$ cat src/rtl/add_chain_pipe_pkg.sv
// Shared sizing helpers for the add-chain pipeline: result width and occupancy
// counter width derived from the operand width and adder count.
package add_chain_pipe_pkg;

    function automatic int sum_width(input int width, input int stages);
        return width + $clog2(stages + 1);
    endfunction

    function automatic int occ_width(input int stages);
        return $clog2(stages + 1) + 1;
    endfunction

endpackage

$ cat src/rtl/add_chain_pipe_if.sv
// Operand-in / sum-out valid-ready bundle for add_chain_pipe.
interface add_chain_pipe_if import add_chain_pipe_pkg::*; #(
    parameter int WIDTH  = 8,
    parameter int STAGES = 4
);
    localparam int SW = sum_width(WIDTH, STAGES);

    logic                         in_valid;
    logic                         in_ready;
    logic [STAGES:0][WIDTH-1:0]   ops_i;
    logic                         out_valid;
    logic                         out_ready;
    logic [SW-1:0]                sum_o;

    modport master (
        output in_valid, ops_i, out_ready,
        input  in_ready, out_valid, sum_o
    );

    modport slave (
        input  in_valid, ops_i, out_ready,
        output in_ready, out_valid, sum_o
    );
endinterface

$ cat src/rtl/add_chain_pipe_stage.sv
// One pipeline slot: holds a partial sum plus the operands still to be added,
// adds one operand on load, and advances when empty or when downstream takes.
module add_chain_pipe_stage import add_chain_pipe_pkg::*; #(
    parameter int WIDTH  = 8,
    parameter int STAGES = 4,
    parameter int SW     = sum_width(WIDTH, STAGES)
) (
    input  logic                       clk,
    input  logic                       rst_n,
    input  logic                       flush_i,
    input  logic                       up_valid_i,
    input  logic [SW-1:0]              up_partial_i,
    input  logic [STAGES:0][WIDTH-1:0] up_ops_i,
    input  logic [WIDTH-1:0]           add_op_i,
    input  logic                       down_take_i,
    output logic                       take_o,
    output logic                       valid_o,
    output logic [SW-1:0]              partial_o,
    output logic [STAGES:0][WIDTH-1:0] ops_o
);

    typedef struct packed {
        logic                       valid;
        logic [SW-1:0]              partial;
        logic [STAGES:0][WIDTH-1:0] ops;
    } slot_t;

    slot_t slot_q;
    slot_t slot_d;
    logic  take_s;

    // Next-slot computation; flush drops validity but leaves data untouched.
    always_comb begin
        take_s = ~slot_q.valid | down_take_i;
        slot_d = slot_q;
        if (flush_i) begin
            slot_d.valid = 1'b0;
        end else if (take_s) begin
            slot_d.valid = up_valid_i;
        end else begin
            slot_d.valid = slot_q.valid;
        end
        if (take_s && up_valid_i) begin
            slot_d.partial = up_partial_i + {{(SW-WIDTH){1'b0}}, add_op_i};
            slot_d.ops     = up_ops_i;
        end else begin
            slot_d.partial = slot_q.partial;
            slot_d.ops     = slot_q.ops;
        end
    end

    // Slot register.
    always_ff @(posedge clk or negedge rst_n) begin
        if (!rst_n) begin
            slot_q <= '0;
        end else begin
            slot_q <= slot_d;
        end
    end

    assign take_o    = take_s;
    assign valid_o   = slot_q.valid;
    assign partial_o = slot_q.partial;
    assign ops_o     = slot_q.ops;

endmodule

$ cat src/rtl/add_chain_pipe.sv
// Multi-operand adder chain: STAGES registered adder slots (FORWARD=0) or one
// combinational sum feeding a single slot (FORWARD=1), with flush and occupancy.
module add_chain_pipe import add_chain_pipe_pkg::*; #(
    parameter int WIDTH   = 8,
    parameter int STAGES  = 4,
    parameter int FORWARD = 0
) (
    input  logic                          clk,
    input  logic                          rst_n,
    input  logic                          flush_i,
    add_chain_pipe_if.slave               bus,
    output logic [occ_width(STAGES)-1:0]  occupancy
);

    localparam int SW = sum_width(WIDTH, STAGES);
    localparam int OW = occ_width(STAGES);

    typedef logic [STAGES:0][WIDTH-1:0] ops_t;

    logic          in_valid_s;
    logic          first_take_s;
    logic          last_valid_s;
    logic [SW-1:0] last_sum_s;
    logic          accept_s;
    logic          out_hs_s;
    logic [OW-1:0] occ_q;
    logic [OW-1:0] occ_d;

    assign in_valid_s = bus.in_valid & ~flush_i;

    generate
        if (FORWARD == 0) begin : g_chain
            logic          valid_s   [0:STAGES];
            logic [SW-1:0] partial_s [0:STAGES];
            ops_t          ops_s     [0:STAGES];
            logic          take_s    [1:STAGES];
            logic          down_s    [1:STAGES];

            // Virtual slot 0 is the incoming operand set with ops[0] as the base.
            assign valid_s[0]   = in_valid_s;
            assign partial_s[0] = {{(SW-WIDTH){1'b0}}, bus.ops_i[0]};
            assign ops_s[0]     = bus.ops_i;

            for (genvar s = 1; s <= STAGES; s++) begin : g_stage
                if (s == STAGES) begin : g_last
                    assign down_s[s] = bus.out_ready;
                end else begin : g_mid
                    assign down_s[s] = take_s[s+1];
                end

                add_chain_pipe_stage #(
                    .WIDTH  (WIDTH),
                    .STAGES (STAGES),
                    .SW     (SW)
                ) u_stage (
                    .clk          (clk),
                    .rst_n        (rst_n),
                    .flush_i      (flush_i),
                    .up_valid_i   (valid_s[s-1]),
                    .up_partial_i (partial_s[s-1]),
                    .up_ops_i     (ops_s[s-1]),
                    .add_op_i     (ops_s[s-1][s]),
                    .down_take_i  (down_s[s]),
                    .take_o       (take_s[s]),
                    .valid_o      (valid_s[s]),
                    .partial_o    (partial_s[s]),
                    .ops_o        (ops_s[s])
                );
            end

            assign first_take_s = take_s[1];
            assign last_valid_s = valid_s[STAGES];
            assign last_sum_s   = partial_s[STAGES];
        end else begin : g_fwd
            logic [SW-1:0] fwd_sum_s;
            ops_t          held_ops_s;

            // Whole chain collapsed into one cycle, as blocking updates would give.
            always_comb begin
                fwd_sum_s = '0;
                for (int i = 0; i <= STAGES; i++) begin
                    fwd_sum_s = fwd_sum_s + {{(SW-WIDTH){1'b0}}, bus.ops_i[i]};
                end
            end

            add_chain_pipe_stage #(
                .WIDTH  (WIDTH),
                .STAGES (STAGES),
                .SW     (SW)
            ) u_stage (
                .clk          (clk),
                .rst_n        (rst_n),
                .flush_i      (flush_i),
                .up_valid_i   (in_valid_s),
                .up_partial_i (fwd_sum_s),
                .up_ops_i     (bus.ops_i),
                .add_op_i     ({WIDTH{1'b0}}),
                .down_take_i  (bus.out_ready),
                .take_o       (first_take_s),
                .valid_o      (last_valid_s),
                .partial_o    (last_sum_s),
                .ops_o        (held_ops_s)
            );
        end
    endgenerate

    assign bus.in_ready  = ~flush_i & first_take_s;
    assign bus.out_valid = last_valid_s;
    assign bus.sum_o     = last_sum_s;

    assign accept_s = in_valid_s & first_take_s;
    assign out_hs_s = last_valid_s & bus.out_ready;

    // Occupancy tracks accepts minus departures; flush empties it.
    always_comb begin
        if (flush_i) begin
            occ_d = '0;
        end else begin
            occ_d = occ_q + {{(OW-1){1'b0}}, accept_s} - {{(OW-1){1'b0}}, out_hs_s};
        end
    end

    // Occupancy register.
    always_ff @(posedge clk or negedge rst_n) begin
        if (!rst_n) begin
            occ_q <= '0;
        end else begin
            occ_q <= occ_d;
        end
    end

    assign occupancy = occ_q;

endmodule
$ cat src/flat_wrapper.sv
// flat-port wrapper written by rule: the top's interface ports become plain ports
module add_chain_pipe_flat import add_chain_pipe_pkg::*;
#(
    parameter int WIDTH   = 8,
    parameter int STAGES  = 4,
    parameter int FORWARD = 0
)
  (clk, rst_n, flush_i, occupancy, bus_in_valid, bus_ops_i, bus_out_ready, bus_in_ready, bus_out_valid, bus_sum_o);
  add_chain_pipe_if #(.WIDTH(WIDTH), .STAGES(STAGES)) bus_i ();
  input  logic clk;
  input  logic rst_n;
  input  logic flush_i;
  output logic [occ_width(STAGES)-1:0] occupancy;
  input wire logic [$bits(bus_i.in_valid)-1:0] bus_in_valid;
  input wire logic [$bits(bus_i.ops_i)-1:0] bus_ops_i;
  input wire logic [$bits(bus_i.out_ready)-1:0] bus_out_ready;
  output wire logic [$bits(bus_i.in_ready)-1:0] bus_in_ready;
  output wire logic [$bits(bus_i.out_valid)-1:0] bus_out_valid;
  output wire logic [$bits(bus_i.sum_o)-1:0] bus_sum_o;
  assign bus_i.in_valid = bus_in_valid;
  assign bus_i.ops_i = bus_ops_i;
  assign bus_i.out_ready = bus_out_ready;
  assign bus_in_ready = bus_i.in_ready;
  assign bus_out_valid = bus_i.out_valid;
  assign bus_sum_o = bus_i.sum_o;
  add_chain_pipe #(.WIDTH(WIDTH), .STAGES(STAGES), .FORWARD(FORWARD)) u_core (.clk(clk), .rst_n(rst_n), .flush_i(flush_i), .bus(bus_i), .occupancy(occupancy));
endmodule
$ cat config.mk
export PLATFORM = sky130hd
export DESIGN_NAME = add_chain_pipe_flat
export DESIGN_NICKNAME = d
export VERILOG_FILES = /design/src/rtl/add_chain_pipe_pkg.sv /design/src/rtl/add_chain_pipe_if.sv /design/src/rtl/add_chain_pipe_stage.sv /design/src/rtl/add_chain_pipe.sv /design/src/flat_wrapper.sv
export SDC_FILE = /design/constraint.sdc
export NUM_CORES = 1
export LEC_CHECK = 0
export ABC_AREA = 1
export ABC_CLOCK_PERIOD_IN_PS = 2300
export CAP_MARGIN = 20
export CORE_UTILIZATION = 52
export DETAILED_ROUTE_END_ITERATION = 8
export PLACE_DENSITY = 0.72
export REMOVE_ABC_BUFFERS = 1
export SLEW_MARGIN = 40
export SYNTH_ARGS = -nofsm -noshare
export SYNTH_HDL_FRONTEND = slang
export SYNTH_SLANG_ARGS = --single-unit
$ cat constraint.sdc
create_clock -name clk -period 2.3 [get_ports clk]
set_clock_uncertainty 0.15 [all_clocks]
set_input_delay 0.345 -clock clk [delete_from_list [all_inputs] [get_ports clk]]
set_output_delay 0.345 -clock clk [all_outputs]
set_load 0.02 [all_outputs]
==> metrics.txt, run 1 <==
Most used DFF post-synth dfrtp_1; Port Buf Inserts 61; Final Setup Violations 0; area grow syn2layout 18.8%; critical path arrival 2090 ps; crit-path cells ha_1, inv_1, fa_1, inv_1, nand2_1, a21oi_2, nand2_1, nand2_1, nand2_1, nand3_1, nand2_1; Synth top area share 0.459; FILL cells 904; Routed Wire Length 10.2 mm; largest stage delay on the critical path 400 ps; post-route minimum period 1980 ps; fmax 505 MHz; share of post-route cells with drive strength above 1 0.0490; Clock Tree Buf Depth 2; antenna violations before repair 0; Mapped Cells 663; Synth area leader dfrtp_1; Crit Reg-Reg Endpoint u_core.g_chain.g_stage[3].u_stage.partial_o[8]; R2R Setup Slk 320 ps; Final Cycle Share 0.861; vias in the first global route 4,201; Worst Tran Pin Value 437 ps; die footprint 10,600 um2; Initial Util 0.538; vias 4,271; Mapped Avg Cell Area 7.97 um2; HP Class primary input to async pin; clk_lat worst skew 370 ps; H-tree Lvls 3; final max-slew violation count 0; Setup CP Type flop to flop; worst-path maximum fanout 3; vias per cell 4.92; Top Ports 62; Post-synth top cells 278 x nand2_1, 97 x dfrtp_1, 58 x inv_1; Max-Slew Margin vs Limit 0.709; synth warn 0; Reg2Reg Launch Point u_core.g_chain.g_stage[2].u_stage.ops_o[24]; pin count of the biggest net entering global routing 56; synth top area cells dfrtp_1 46%, nand2_1 20%, ha_1 8.5%; max-cap check violation count 0; DRC 0; Synth async-reset ratio 1.00; chip width 103 um; Post-DRT Antenna Nets 0; die height 103 um; clk root buf clkbuf_8; crit path capture type flop; Final Hold Vio Count 0; status finished clean; Tot GR Track Use 0.219; TritonCTS Buffers 9; VDD IR max 0.420 mV; Post-synth EDFFs 0; HPWL after DPL 7.69 mm; total grt overflow 0; # clock sinks 97; Initial DRC Count 196; share of the yosys chip area belonging to registers 0.459; CP Launch Type flop; number of distinct library cells after synthesis 27; CTS tree yes; # rows 36; most frequent CP cell nand2_1; Worst-path clk slew 100 ps; Tot Pwr 5.53 mW; Pleak 3.28 nW; Seq cells post-synth 97; Post-CTS Setup Bufs 0; count leader, synth nand2_1; RSZ-0062 raised after global routing false; CP required 2410 ps; core area 9820 um2; Syn Std Cell Area 5280 um2; nets 816; first-pass GRT wire length 18.2 mm; final hold slack 304 ps; Worst path slowest cell dfrtp_1; gpl congestion 0.958; setup tns final 0 ps; mean routed wirelength per cell 11.7 um; Pwr Density 881 nW/um2; drt first pass iters 4; FF-to-FF path depth 11; antenna cells 0
-- worst max path at each step --
stage                                                startpoint  slack (ps)  cells past startpoint                                             end
CTS                                               bus_out_ready          40                      6                                    bus_in_ready
finish              u_core.g_chain.g_stage[2].u_stage.ops_o[24]         320                     11  u_core.g_chain.g_stage[3].u_stage.partial_o[8]
floorplan             u_core.g_chain.g_stage[4].u_stage.valid_o        -230                      9                             u_core.occupancy[2]
detailed placement                                bus_out_ready          -1                      9                             u_core.occupancy[2]
global placement                                  bus_out_ready          30                      9                             u_core.occupancy[2]
global route        u_core.g_chain.g_stage[2].u_stage.ops_o[24]         100                     11  u_core.g_chain.g_stage[3].u_stage.partial_o[6]
-- kinds of logic after synthesis --
logic type	count (synthesis)	synth area share
adders and majority gates	41	0.104
buffers and inverters	77	0.0647
and+or+nand+nor	368	0.284
AOI/OAI and AO/OA	67	0.0666
xor gates and xnor gates	13	0.0216
DFF	97	0.459
-- state kept, by name, indices dropped and copies added, names as in the netlist --
signal / cells
u_core.occupancy: 4
u_core.g_chain.g_stage.u_stage.valid_o: 4
u_core.g_chain.g_stage.u_stage.ops_o: 48
u_core.g_chain.g_stage.u_stage.partial_o: 41
-- layout make-up --
cell class / count / area [um2] / share of cell area
clock buffer: 9 / 124 / 0.0197
timing repair buffer: 72 / 721 / 0.115
tap: 133 / 166 / 0.0265
inverter: 61 / 229 / 0.0365
clock inverter: 7 / 90.1 / 0.0144
multi-input combinational: 489 / 2520 / 0.401
sequential: 97 / 2430 / 0.387
-- layout by cell type (no fill, tap or decap), types with 3 or more instances in the layout --
| cell | Yosys | routed |
|---|---|---|
| a21oi_1 | 21 | 20 |
| clkdlybuf4s50_1 | 0 | 59 |
| dfrtp_1 | 97 | 97 |
| nand3_1 | 37 | 37 |
| inv_2 | 3 | 3 |
| xnor2_1 | 12 | 12 |
| ha_1 | 36 | 36 |
| fa_1 | 5 | 5 |
| buf_4 | 1 | 9 |
| nand3b_1 | 9 | 9 |
| o21ai_0 | 39 | 39 |
| clkbuf_8 | 0 | 9 |
| nor2_1 | 36 | 36 |
| inv_1 | 58 | 58 |
| nand2_1 | 278 | 278 |
-- layer usage --
layer / global-route usage / vias up / part of all wire
met3: 0.0373 / 9 / 0.025
met5: 0 / - / 0
met4: 0.0574 / 0 / 0.0079
met1: 0.289 / 1971 / 0.50
li1: - / 2226 / -
met2: 0.376 / 65 / 0.47
-- metrics by stage --
| step | setup slack [ps] | area (um2) | std cells | utilization |
|---|---|---|---|---|
| 6_report | 319 | 6270 | 868 | 0.639 |
| 4_1_cts | 41.7 | 6270 | 868 | 0.638 |
| 3_3_place_gp | 33.9 | 6040 | 851 | 0.616 |
| 3_5_place_dp | -1.50 | 6040 | 851 | 0.616 |
| 5_1_grt | 96.9 | 6270 | 868 | 0.639 |
| 2_1_floorplan | -230 | 5170 | 647 | - |
-- power breakdown --
part	total, mW	internal (mW)	switching [mW]
Sequential	2.34	2.09	0.247
Clock	1.17	0.523	0.650
Combinational	2.02	0.880	1.14
-- repair_timing --
| action | 4_1_cts | 5_1_grt |
|---|---|---|
| endpoints found under the setup margin | 0 | 3 |
| hold endpoints to repair | 32 | 0 |
| resized for setup | 0 | 2 |
| hold buffers | 1 | 0 |
-- critical path: cells and delay by family (launching register included) --
| kind | cells | cell delay (ps) |
|---|---|---|
| adder cells (fa/ha/maj) | 2 | 570 |
| AND/OR/NAND/NOR | 6 | 430 |
| flip-flops | 1 | 400 |
| AO/OA/AOI/OAI | 1 | 200 |
| buffers and inverters | 2 | 120 |
(Power assumes the default switching activity.)
==> inputs of run 2 (changes only) <==
--- a/config.mk
+++ b/config.mk
@@ -6,7 +6,7 @@
 export NUM_CORES = 1
 export LEC_CHECK = 0
 export ABC_AREA = 1
-export ABC_CLOCK_PERIOD_IN_PS = 2300
+export ABC_CLOCK_PERIOD_IN_PS = 2400
 export CAP_MARGIN = 20
 export CORE_UTILIZATION = 52
 export DETAILED_ROUTE_END_ITERATION = 8
==> constraint.sdc (replaced) <==
create_clock -name clk -period 2.4 [get_ports clk]
set_clock_uncertainty 0.15 [all_clocks]
set_input_delay 0.36 -clock clk [delete_from_list [all_inputs] [get_ports clk]]
set_output_delay 0.36 -clock clk [all_outputs]
set_load 0.02 [all_outputs]
==> run 2 against run 1 <==
  * Die area is the same
  * Total power fell by 5.3%
  * Via count grew 0.68%
  * Sequential power is 4% lower
==> metrics.txt, run 2 (synthesis gave the netlist of run 1 again) <==
status finished clean; Tot Pwr 5.24 mW; Largest delay share family, worst path adder cells; fmax 488 MHz; chip width 103 um; Pwr Density 841 nW/um2; max reg flops 48; Port Buf Inserts 61; vias per cell 4.98; clk root buf clkbuf_8; clk_lat worst skew 370 ps; # clock sinks 97; worst path bufs/invs 2; core area 9820 um2; Top Ports 62; DRC 0; share of post-route cells with drive strength above 1 0.0424; critical path arrival 2170 ps; antenna violations before repair 0; Tot GR Track Use 0.222; TritonCTS Buffers 9; mean routed wirelength per cell 11.9 um; drt first pass iters 4; final cell count without fillers 864; placed cells 847; crit-path cells ha_1, inv_1, fa_1, inv_1, nand2_1, a21oi_1, nand3_1, nand2_1, nand2_1, nand3_1, nand2_1; Final Hold Vio Count 0; die height 103 um; worst-path maximum fanout 3; most common cell after layout, fill and taps aside nand2_1; pre-CTS setup slack -11.7 ps; most frequent CP cell nand2_1; pin count of the biggest net entering global routing 98; post-route minimum period 2050 ps; H-tree Lvls 3; CP required 2520 ps; HPWL after DPL 7.57 mm; final max-slew violation count 0; most frequent cells in the layout 278 x nand2_1, 97 x dfrtp_1, 59 x clkdlybuf4s50_1; gpl congestion 0.864; CTS tree yes; FILL cells 937; Pleak 3.26 nW; vias 4,300; vias in the first global route 4,355; die footprint 10,600 um2; Setup CP Type flop to flop; Worst Tran Pin Value 509 ps; Final Setup Violations 0; # rows 36; crit path capture type flop; total grt overflow 0; Initial DRC Count 168; Clock Tree Buf Depth 2; Initial Util 0.538; VDD IR max 0.347 mV; Post-DRT Antenna Nets 0; RSZ-0062 raised after global routing false; setup tns final 0 ps; nets 812; antenna cells 0; first-pass GRT wire length 18.5 mm; fin util 0.634; CP Launch Type flop; Final Cycle Share 0.854; largest stage delay on the critical path 390 ps; max-cap check violation count 0; Post-CTS Setup Bufs 0; Routed Wire Length 10.3 mm; Worst path slowest cell fa_1; Worst-path clk slew 110 ps; final worst slack 350 ps; area grow syn2layout 17.9%; HP Class flop to flop; Max-Slew Margin vs Limit 0.660
==> run 2: changes by cell type in the layout (fill, tap and decap cells not counted), sizes merged <==
cell	before	now
bufinv	1	0
buf	11	7
inv	62	63
clkbuf	9	10
clkinvlp	2	0
clkinv	3	4
==> run 2: final timing paths <==
check | cells past startpoint | slack, ps | end | start
min in group asynchronous | 3 | 400 | u_core.occupancy[3] | rst_n
min reg2reg | 2 | 330 | u_core.g_chain.g_stage[2].u_stage.ops_o[27] | u_core.g_chain.g_stage[1].u_stage.ops_o[27]
min | 2 | 330 | u_core.g_chain.g_stage[2].u_stage.ops_o[27] | u_core.g_chain.g_stage[1].u_stage.ops_o[27]
max in group asynchronous | 3 | 1280 | u_core.g_chain.g_stage[1].u_stage.ops_o[27] | rst_n
max reg2reg | 11 | 350 | u_core.g_chain.g_stage[3].u_stage.partial_o[6] | u_core.g_chain.g_stage[2].u_stage.partial_o[0]
max | 11 | 350 | u_core.g_chain.g_stage[3].u_stage.partial_o[6] | u_core.g_chain.g_stage[2].u_stage.partial_o[0]
==> run 2: tightest hold or removal path: cells and delay by family, from the launching register on <==
kind / cells / cell delay (ps)
and+or+nand+nor: 2 / 90
DFF: 1 / 350
==> run 2: timing repair <==
item / 4_1_cts / 5_1_grt
setup endpoints to repair: 0 / 1
hold endpoints to repair: 97 / 0
hold buffers: 1 / 0
gates resized for setup: 0 / 1
==> run 2: routing by layer <==
layer  track usage  vias to the layer above  routed length, um
met4        0.0758                        0                137
li1              -                     2215                  -
met1         0.277                     1997               4920
met5             0                        -                  0
met3        0.0353                       12                355
met2         0.393                       76               4900
==> run 2: power by group <==
group / internal [mW] / switching, mW / total (mW)
Clock: 0.431 / 0.627 / 1.06
Sequential: 2.00 / 0.233 / 2.24
Combinational: 0.840 / 1.10 / 1.94
==> run 2: per-stage QoR <==
step / instance area [um2] / hold slack (ps)
2_1_floorplan: 5170 / -85.6
3_3_place_gp: 6010 / 303
3_5_place_dp: 6010 / 301
4_1_cts: 6220 / 327
5_1_grt: 6230 / 353
6_report: 6230 / 326
==> run 2: cell type report <==
type | count | area (um2) | share of cell area
multi-input combinational | 489 | 2510 | 0.404
sequential | 97 | 2430 | 0.390
timing repair buffer | 68 | 691 | 0.111
inverter | 61 | 229 | 0.0368
tap | 133 | 166 | 0.0267
clock buffer | 10 | 138 | 0.0221
clock inverter | 6 | 62.6 | 0.0100
==> inputs of run 3 (changes only) <==
--- a/config.mk
+++ b/config.mk
@@ -6,7 +6,7 @@
 export NUM_CORES = 1
 export LEC_CHECK = 0
 export ABC_AREA = 1
-export ABC_CLOCK_PERIOD_IN_PS = 2400
+export ABC_CLOCK_PERIOD_IN_PS = 2160
 export CAP_MARGIN = 20
 export CORE_UTILIZATION = 52
 export DETAILED_ROUTE_END_ITERATION = 8
==> constraint.sdc (replaced) <==
create_clock -name clk -period 2.16 [get_ports clk]
set_clock_uncertainty 0.15 [all_clocks]
set_input_delay 0.324 -clock clk [delete_from_list [all_inputs] [get_ports clk]]
set_output_delay 0.324 -clock clk [all_outputs]
set_load 0.02 [all_outputs]
==> run 3 against run 2 <==
  * Total power grew 14%
  * Final cell count grew 0.58%
  * Setup slack lost 190 ps
  * Critical path depth is the same
  * Utilization grew 0.73 points
  * First-iteration DRC count grew 6.5%
  * Non-clock buffer count grew 5
  * Wire length grew 0.46%
  * Via count grew 0.58%
  * Clock-buffer cell count shrank 1
  * Cell area grew 1.1%
  * Critical path type unchanged
  * Largest power group unchanged
==> metrics.txt, run 3 (synthesis gave the netlist of run 1 again) <==
status finished clean; total grt overflow 0; Port Buf Inserts 61; HPWL after DPL 7.69 mm; clk_lat worst skew 380 ps; Crit Reg-Reg Endpoint u_core.g_chain.g_stage[3].u_stage.partial_o[6]; share of post-route cells with drive strength above 1 0.0503; Post-CTS Setup Bufs 0; VDD IR max 0.380 mV; critical path arrival 2130 ps; vias in the first global route 4,216; post-route minimum period 2000 ps; HP Class primary input to async pin; chip width 103 um; Final Cycle Share 0.925; Final Setup Violations 0; Final Hold Vio Count 0; # clock sinks 97; first-pass GRT wire length 18.1 mm; mean routed wirelength per cell 11.9 um; DRC 0; die height 103 um; clk root buf clkbuf_8; TritonCTS Buffers 9; CP Launch Type flop; Max-Slew Margin vs Limit 0.709; final max-slew violation count 0; # rows 36; most frequent cells in the layout 278 x nand2_1, 97 x dfrtp_1, 59 x clkdlybuf4s50_1; Initial DRC Count 179; Worst-path clk slew 110 ps; vias 4,325; Pwr Density 944 nW/um2; worst-path maximum fanout 3; max reg flops 48; nets 817; dpl cell area 6060 um2; antenna cells 0; Clock Tree Buf Depth 2; Top Ports 62; pre-CTS setup slack -91.6 ps; max-cap check violation count 0; crit path capture type flop; vias per cell 4.98; Reg2Reg Launch Point u_core.g_chain.g_stage[2].u_stage.partial_o[0]; most common cell after layout, fill and taps aside nand2_1; RSZ-0062 raised after global routing false; area grow syn2layout 19.2%; Tot GR Track Use 0.221; Routed Wire Length 10.4 mm; Post-DRT Antenna Nets 0; final worst slack 162 ps; antenna violations before repair 0; CTS tree yes; drt first pass iters 4; CP required 2290 ps; FF-to-FF path depth 11; Worst Tran Pin Value 437 ps; R2R Setup Slk 160 ps; core area 9820 um2; H-tree Lvls 3; post-route cell area 6300 um2; Tot Pwr 5.95 mW; Setup CP Type flop to flop; pin count of the biggest net entering global routing 49; die footprint 10,600 um2; fmax 501 MHz; gpl congestion 0.900; Initial Util 0.538; fin util 0.641; Pleak 3.29 nW
run 3: cell count changes in the layout (fill, tap and decap cells not counted), sizes merged:
cell,before,now
bufinv,0,1
dlymetal6s2s,1,0
buf,7,12
clkinv,4,3
dlygate4sd2,0,1
inv,63,64
clkbuf,10,9
run 3: critical path, cell delays in order (launching register included):
cell and delay [ps]:
dfrtp_1 390, ha_1 200, inv_1 60, fa_1 380, inv_1 70, nand2_1 70
a21oi_2 200, nand3_1 130, nand2_1 80, nand2_1 50, nand3_1 70, nand2_1 50
run 3: cell type report:
type                       instances  area [um2]
fill                             905        3520
multi-input combinational        489        2520
sequential                        97        2430
timing repair buffer              73         737
inverter                          61         229
tap                              133         166
clock buffer                       9         124
clock inverter                     7        97.6
run 3: repair_timing:
action                                  in CTS  in global routing
hold buffers                                 1                  0
endpoints found under the setup margin       1                  3
resized for setup                            1                  1
hold endpoints to repair                    29                  0
run 3: metrics by stage:
step | instances | hold slack (ps) | setup TNS (ps)
after detailed placement | 852 | 140 | -189
after CTS | 869 | 271 | 0
after global placement | 852 | 144 | -148
after floorplan | 647 | -122 | -802
final | 869 | 264 | 0
after global routing | 869 | 297 | 0
run 3: worst max-delay path by stage:
stage                                                               from                                        endpoint  slack, ps  cells after the start
final                     u_core.g_chain.g_stage[2].u_stage.partial_o[0]  u_core.g_chain.g_stage[3].u_stage.partial_o[6]        160                     11
after global routing      u_core.g_chain.g_stage[2].u_stage.partial_o[0]  u_core.g_chain.g_stage[3].u_stage.partial_o[6]         20                     11
after CTS                 u_core.g_chain.g_stage[2].u_stage.partial_o[0]  u_core.g_chain.g_stage[3].u_stage.partial_o[6]         80                     11
after detailed placement                                   bus_out_ready                             u_core.occupancy[2]        -90                      9
after global placement                                     bus_out_ready                             u_core.occupancy[2]        -90                      9
after floorplan                u_core.g_chain.g_stage[4].u_stage.valid_o                             u_core.occupancy[2]       -370                      9
run 3: per-layer routing:
layer,part of all wire,track usage,up-vias
met3,0.034,0.0339,16
met4,0.022,0.0964,0
met2,0.47,0.378,73
met5,0,0,-
li1,-,-,2230
met1,0.48,0.279,2006
run 3: where the power goes:
group	total [mW]	internal, mW	switching, mW
registers	2.49	2.23	0.265
logic	2.16	0.943	1.22
clock network	1.29	0.573	0.719
